### src/rtl/gf180mcu_scan_chain_pkg.sv
// Shared types and sizing helpers for the gf180mcu scan-chain initiator.
// Optional compare logic in the top is enabled with SCAN_CMP_EN.
package gf180mcu_scan_chain_pkg;

  typedef enum logic [2:0] {
    S_IDLE,
    S_LOAD,
    S_HOLD,
    S_CAPTURE,
    S_UNLOAD
  } state_e;

  localparam int ERR_W_DEF = 16;

  function automatic int cnt_w(input int n);
    return (n < 2) ? 1 : $clog2(n);
  endfunction

endpackage

### src/rtl/gf180mcu_scan_chain_shreg.sv
// Parallel-load, serial-in/serial-out shift register for the scan initiator.
// Load wins over shift; data moves towards the MSB, serial input at the LSB.
module gf180mcu_scan_chain_shreg #(
  parameter int N = 16
) (
  input  logic         i_clk,
  input  logic         i_rst,
  input  logic         i_load,
  input  logic         i_shift,
  input  logic [N-1:0] i_d,
  input  logic         i_sin,
  output logic [N-1:0] o_q
);

  logic [N-1:0] r_q;

  always_ff @(posedge i_clk) begin
    if (i_rst) begin
      r_q <= '0;
    end else if (i_load) begin
      r_q <= i_d;
    end else if (i_shift) begin
      r_q <= {r_q[N-2:0], i_sin};
    end
  end

  assign o_q = r_q;

endmodule

### src/rtl/gf180mcu_scan_chain_ctrl.sv
// Scan-chain initiator: load, single capture, overlapped unload, result port.
// Define SCAN_CMP_EN to build the expected-response compare and error counter.
module gf180mcu_scan_chain_ctrl
  import gf180mcu_scan_chain_pkg::*;
#(
  parameter int CHAIN_LEN = 16,
  parameter int ERR_W     = ERR_W_DEF
) (
  input  logic                 i_clk,
  input  logic                 i_rst,
  input  logic                 i_pat_valid,
  output logic                 o_pat_ready,
  input  logic [CHAIN_LEN-1:0] i_pat_data,
  input  logic [CHAIN_LEN-1:0] i_pat_exp,
  output logic                 o_se,
  output logic                 o_si,
  output logic                 o_chain_cke,
  input  logic                 i_so,
  output logic                 o_res_valid,
  input  logic                 i_res_ready,
  output logic [CHAIN_LEN-1:0] o_res_data,
  output logic                 o_res_fail,
  output logic [ERR_W-1:0]     o_err_cnt,
  output logic                 o_busy
);

  localparam int N  = CHAIN_LEN;
  localparam int CW = cnt_w(N);
  localparam logic [CW-1:0] LAST = CW'(N - 1);

  state_e         r_state;
  state_e         w_state_nxt;
  logic [CW-1:0]  r_cnt;
  logic           r_have_resp;
  logic           r_from_load;
  logic [N-1:0]   w_q;
  logic [N-1:0]   w_post_data;
  logic           w_load;
  logic           w_shift;
  logic           w_post;
  logic           w_last;
  logic           w_accept;
  logic           w_fail;

  assign w_last   = (r_cnt == LAST);
  assign w_accept = i_pat_valid & o_pat_ready;

  assign o_pat_ready = ~i_rst &
    ((r_state == S_IDLE) | (r_state == S_CAPTURE));
  assign o_se = (r_state == S_LOAD) | (r_state == S_UNLOAD);
  assign o_si = (r_state == S_LOAD) & w_q[N-1];
  assign o_chain_cke = o_se | (r_state == S_CAPTURE);
  assign o_busy = (r_state != S_IDLE);

  always_ff @(posedge i_clk) begin
    if (i_rst) r_state <= S_IDLE;
    else       r_state <= w_state_nxt;
  end

  always_comb begin
    w_state_nxt = r_state;
    w_load      = 1'b0;
    w_shift     = 1'b0;
    w_post      = 1'b0;
    w_post_data = {w_q[N-2:0], i_so};
    unique case (r_state)
      S_IDLE: begin
        if (w_accept) begin
          w_load      = 1'b1;
          w_state_nxt = S_LOAD;
        end
      end
      S_LOAD, S_UNLOAD: begin
        w_shift = 1'b1;
        if (w_last) begin
          if (r_have_resp & o_res_valid & ~i_res_ready) begin
            w_state_nxt = S_HOLD;
          end else begin
            w_post      = r_have_resp;
            w_state_nxt = (r_state == S_LOAD) ? S_CAPTURE : S_IDLE;
          end
        end
      end
      S_HOLD: begin
        w_post_data = w_q;
        if (i_res_ready) begin
          w_post      = 1'b1;
          w_state_nxt = r_from_load ? S_CAPTURE : S_IDLE;
        end
      end
      S_CAPTURE: begin
        if (w_accept) begin
          w_load      = 1'b1;
          w_state_nxt = S_LOAD;
        end else begin
          w_state_nxt = S_UNLOAD;
        end
      end
      default: w_state_nxt = S_IDLE;
    endcase
  end

  gf180mcu_scan_chain_shreg #(.N(N)) u_shreg (
    .i_clk   (i_clk),
    .i_rst   (i_rst),
    .i_load  (w_load),
    .i_shift (w_shift),
    .i_d     (i_pat_data),
    .i_sin   (i_so),
    .o_q     (w_q)
  );

  always_ff @(posedge i_clk) begin
    if (i_rst) begin
      r_cnt       <= '0;
      r_have_resp <= 1'b0;
      r_from_load <= 1'b0;
    end else begin
      if (w_shift) r_cnt <= w_last ? '0 : r_cnt + 1'b1;
      if (r_state == S_IDLE && w_accept) r_have_resp <= 1'b0;
      else if (r_state == S_CAPTURE)     r_have_resp <= 1'b1;
      // Remember where to resume if this shift ends in HOLD.
      if (w_shift && w_last) r_from_load <= (r_state == S_LOAD);
    end
  end

  always_ff @(posedge i_clk) begin
    if (i_rst) begin
      o_res_valid <= 1'b0;
      o_res_data  <= '0;
    end else if (w_post) begin
      o_res_valid <= 1'b1;
      o_res_data  <= w_post_data;
    end else if (i_res_ready) begin
      o_res_valid <= 1'b0;
    end
  end

`ifdef SCAN_CMP_EN
  logic [N-1:0]     r_exp_cur;
  logic [N-1:0]     r_exp_next;
  logic             r_res_fail;
  logic [ERR_W-1:0] r_err_cnt;

  assign w_fail = |(w_post_data ^ r_exp_cur);

  always_ff @(posedge i_clk) begin
    if (i_rst) begin
      r_exp_cur  <= '0;
      r_exp_next <= '0;
      r_res_fail <= 1'b0;
      r_err_cnt  <= '0;
    end else begin
      if (w_load) r_exp_next <= i_pat_exp;
      if (r_state == S_CAPTURE) r_exp_cur <= r_exp_next;
      if (w_post) begin
        r_res_fail <= w_fail;
        if (w_fail && r_err_cnt != {ERR_W{1'b1}})
          r_err_cnt <= r_err_cnt + 1'b1;
      end
    end
  end

  assign o_res_fail = r_res_fail;
  assign o_err_cnt  = r_err_cnt;
`else
  logic w_unused_exp;

  assign w_fail       = 1'b0;
  assign w_unused_exp = ^{i_pat_exp, w_fail};
  assign o_res_fail   = 1'b0;
  assign o_err_cnt    = '0;
`endif

endmodule

### config.mk
export PLATFORM = sky130hd
export DESIGN_NAME = gf180mcu_scan_chain_ctrl
export DESIGN_NICKNAME = d
export VERILOG_FILES = /design/src/rtl/gf180mcu_scan_chain_pkg.sv /design/src/rtl/gf180mcu_scan_chain_shreg.sv /design/src/rtl/gf180mcu_scan_chain_ctrl.sv
export SDC_FILE = /design/constraint.sdc
export NUM_CORES = 1
export LEC_CHECK = 0
export CAP_MARGIN = 20
export CORE_UTILIZATION = 40
export DETAILED_ROUTE_END_ITERATION = 8
export GPL_TIMING_DRIVEN = 0
export PLACE_DENSITY = 0.81
export SYNTH_ARGS = -nofsm -noshare
export SYNTH_HDL_FRONTEND = slang
export SYNTH_SLANG_ARGS = --single-unit
### constraint.sdc
create_clock -name i_clk -period 2 [get_ports i_clk]
set_input_delay 0.4 -clock i_clk [delete_from_list [all_inputs] [get_ports i_clk]]
set_output_delay 0.4 -clock i_clk [all_outputs]
set_load 0.05 [all_outputs]
==> qor.csv <==
metric,value,unit
clk slew on worst S/H paths,0.08,ns
FF-to-FF setup slack,0.06,ns
DR vias,2064,
"Async S/R FF share, synth",0,
Post-Syn Instances,266,
NumNets Final,369,
GR met1 Demand/Resource,0.250,
vias in the first global route,1958,
Final setup viols,0,
maximum vdd ir drop,0.000352,V
WP buf/inv,2,
Synth top cells by count,"dfxtp_1, nand2_1, a21oi_1, nor2_1, buf_4",
total CTS buffers,5,
post-synth top area share,0.368,
grt ovf,0,
Post-DP Area,0.00285,mm2
Synth area leaders,"dfxtp_1, mux2i_1, buf_4",
drt wl/cell,13.6,um
post-synth cell types,43,
1st-pass router iterations,4,
fill count,532,
final cycle utilization of the critical path,0.968,
CTS max path bufs,2,
total wire length,5510,um
Tot GR Track Use,0.191,
I/O pin count,76,
Min Hold Slack,0.476,ns
Post-Syn Area,0.00228,mm2
Port Buf Inserts,41,
initial drt markers,152,
root buffer cell,clkbuf_8,
crit path max fanout,10,
Worst EP arrival,2.09,ns
CP top delay family,compound AO/OA/AOI/OAI gates,
fmax,0.517,GHz
Worst EP required,2.16,ns
die width,77.6,um
fin crit period,1.94,ns
CTS Hold Bufs,0,
Fin. Hold Viols,0,
Area Overhead vs Synth,29.5,%
Die ar.,0.00602,mm2
Worst setup EP type,flip-flop,
routability cong.,0.913,
clk_skew,0.00684,ns
Yosys reg bits,42,
GR Util met2,0.304,
Post-synth EDFFs,0,
sequential cell area fraction in the yosys report,0.368,
Via density,5.11,
startpoint types,flip-flop,
Post-synth top flop,dfxtp_1,
classification of the worst setup path,flip-flop to flip-flop,
status,finished clean,
Core Region,0.00551,mm2
Initial Util,0.415,
hold crit path type,flip-flop to flip-flop,
dpl ws,-0.442,ns
Slew Limit Fails,0,
MaxCap Viol Count,0,
htree depth,2,
cell area power density,618,mW/mm2
GR peak layer,met2,
Die Ht,77.6,um
most frequent cell after synthesis,dfxtp_1,
Ant. Diodes,0,
Worst-Skew Late Latency,0.30,ns
crit-path max cell delay,0.44,ns
ANT nets after route,0,
grt met3 use,0.0400,
Sink Count,42,
CP cell instances,ha_2 > nand4_1 > o31ai_4 > and2_1 > buf_4 > buf_6 > a211oi_2,
Yosys top cell by area,dfxtp_1,
largest net degree at the start of global routing,13,
Slew headroom,0.547,
CTS tree,yes,
DRC violations left,0,
P_leak,1.18,nW
final core utilization,0.537,
actual slew at the worst max-slew pin,0.679,ns
Detail Placement HPWL,3860,um
Final Worst Setup Slack,0.0649,ns
YS warnings,0,
CP max stage cell,o31ai_4,
final instance area,0.00296,mm2
layout cells sized above 1,0.193,
initial antenna violation count,0,
Site Rows,27,
syn avg cell area,8.59,um2
first-pass GRT wire length,9100,um
-- registers in the layout, indices dropped and copies added (netlist names) --
| signal | flops |
|---|---|
| r_cnt | 4 |
| o_res_valid | 1 |
| u_shreg.o_q | 16 |
| r_from_load | 1 |
| r_state | 3 |
| o_res_data | 16 |
| r_have_resp | 1 |
-- final timing paths --
path,endpoint,cells after the start,start
max reg2reg,o_res_data[11]$_SDFFE_PP0P_,7,r_cnt[0]$_SDFFE_PP0P_
min reg2reg,r_from_load$_SDFFE_PP0P_,2,r_from_load$_SDFFE_PP0P_
min,r_from_load$_SDFFE_PP0P_,2,r_from_load$_SDFFE_PP0P_
max,o_res_data[11]$_SDFFE_PP0P_,7,r_cnt[0]$_SDFFE_PP0P_
-- worst reg2reg max path, cell delays in order, from the launching register on --
cell and delay (ns):
dfxtp_2 0.37, ha_2 0.23, nand4_1 0.16, o31ai_4 0.44, and2_1 0.18, buf_4 0.15, buf_6 0.17, a211oi_2 0.08
-- logic make-up (layout without fill, tap and decap cells) --
logic type / Yosys count / in the layout / share of synthesized area
simple gates: 86 / 86 / 0.174
other cells: 1 / 17 / 0.00164
xor+xnor: 3 / 3 / 0.0148
buf+inv: 45 / 95 / 0.119
fa+ha+maj: 1 / 1 / 0.00548
compound gates: 70 / 70 / 0.237
flops: 42 / 42 / 0.368
mux: 18 / 18 / 0.0794
-- report_power, final --
group	switching [mW]	internal (mW)
clock network	0.291	0.279
logic	0.219	0.132
registers	0.0391	0.870
total	0.548	1.28
-- area by class of cell --
cell class	instances	area [um2]	share of cell area
clock buffer	7	86.3	0.0292
inverter	6	25.0	0.00846
timing repair buffer	43	418	0.141
clock inverter	1	5.00	0.00169
multi-input combinational	195	1240	0.419
sequential	42	846	0.286
buffer	38	248	0.0838
tap	72	90.1	0.0305
-- cells in the final DEF, fill, tap and decap left out, drive strengths merged, types with 2 or more instances in the layout --
cell / n
a211oi: 18
a21oi: 25
a311oi: 15
and2: 2
and3: 3
buf: 33
clkbuf: 19
clkdlybuf4s50: 35
conb: 17
dfxtp: 42
inv: 6
mux2i: 17
nand2: 37
nand2b: 4
nand3: 4
nor2: 22
nor2b: 2
nor3: 3
o21ai: 3
o31ai: 3
xnor2: 3
-- through the flow --
step / power [mW] / cells / setup TNS [ns]
2_1_floorplan: 1.18 / 282 / 0
3_3_place_gp: 1.27 / 395 / -7.04
3_5_place_dp: 1.27 / 395 / -7.07
4_1_cts: 1.84 / 403 / 0
5_1_grt: 1.92 / 404 / -0.0218
6_report: 1.83 / 404 / 0
-- metal layers --
metal | up-vias | part of all wire
met4 | 0 | 0.018
met1 | 936 | 0.47
met2 | 63 | 0.46
met5 | - | 0
met3 | 12 | 0.053
li1 | 1053 | -
-- timing repair --
action	CTS	global route
hold endpoints to repair	0	0
pin swaps	0	1
endpoints found under the setup margin	15	15
resized for setup	32	17
setup buffers	0	2
Note: power is estimated with default switching activity, not from simulation.
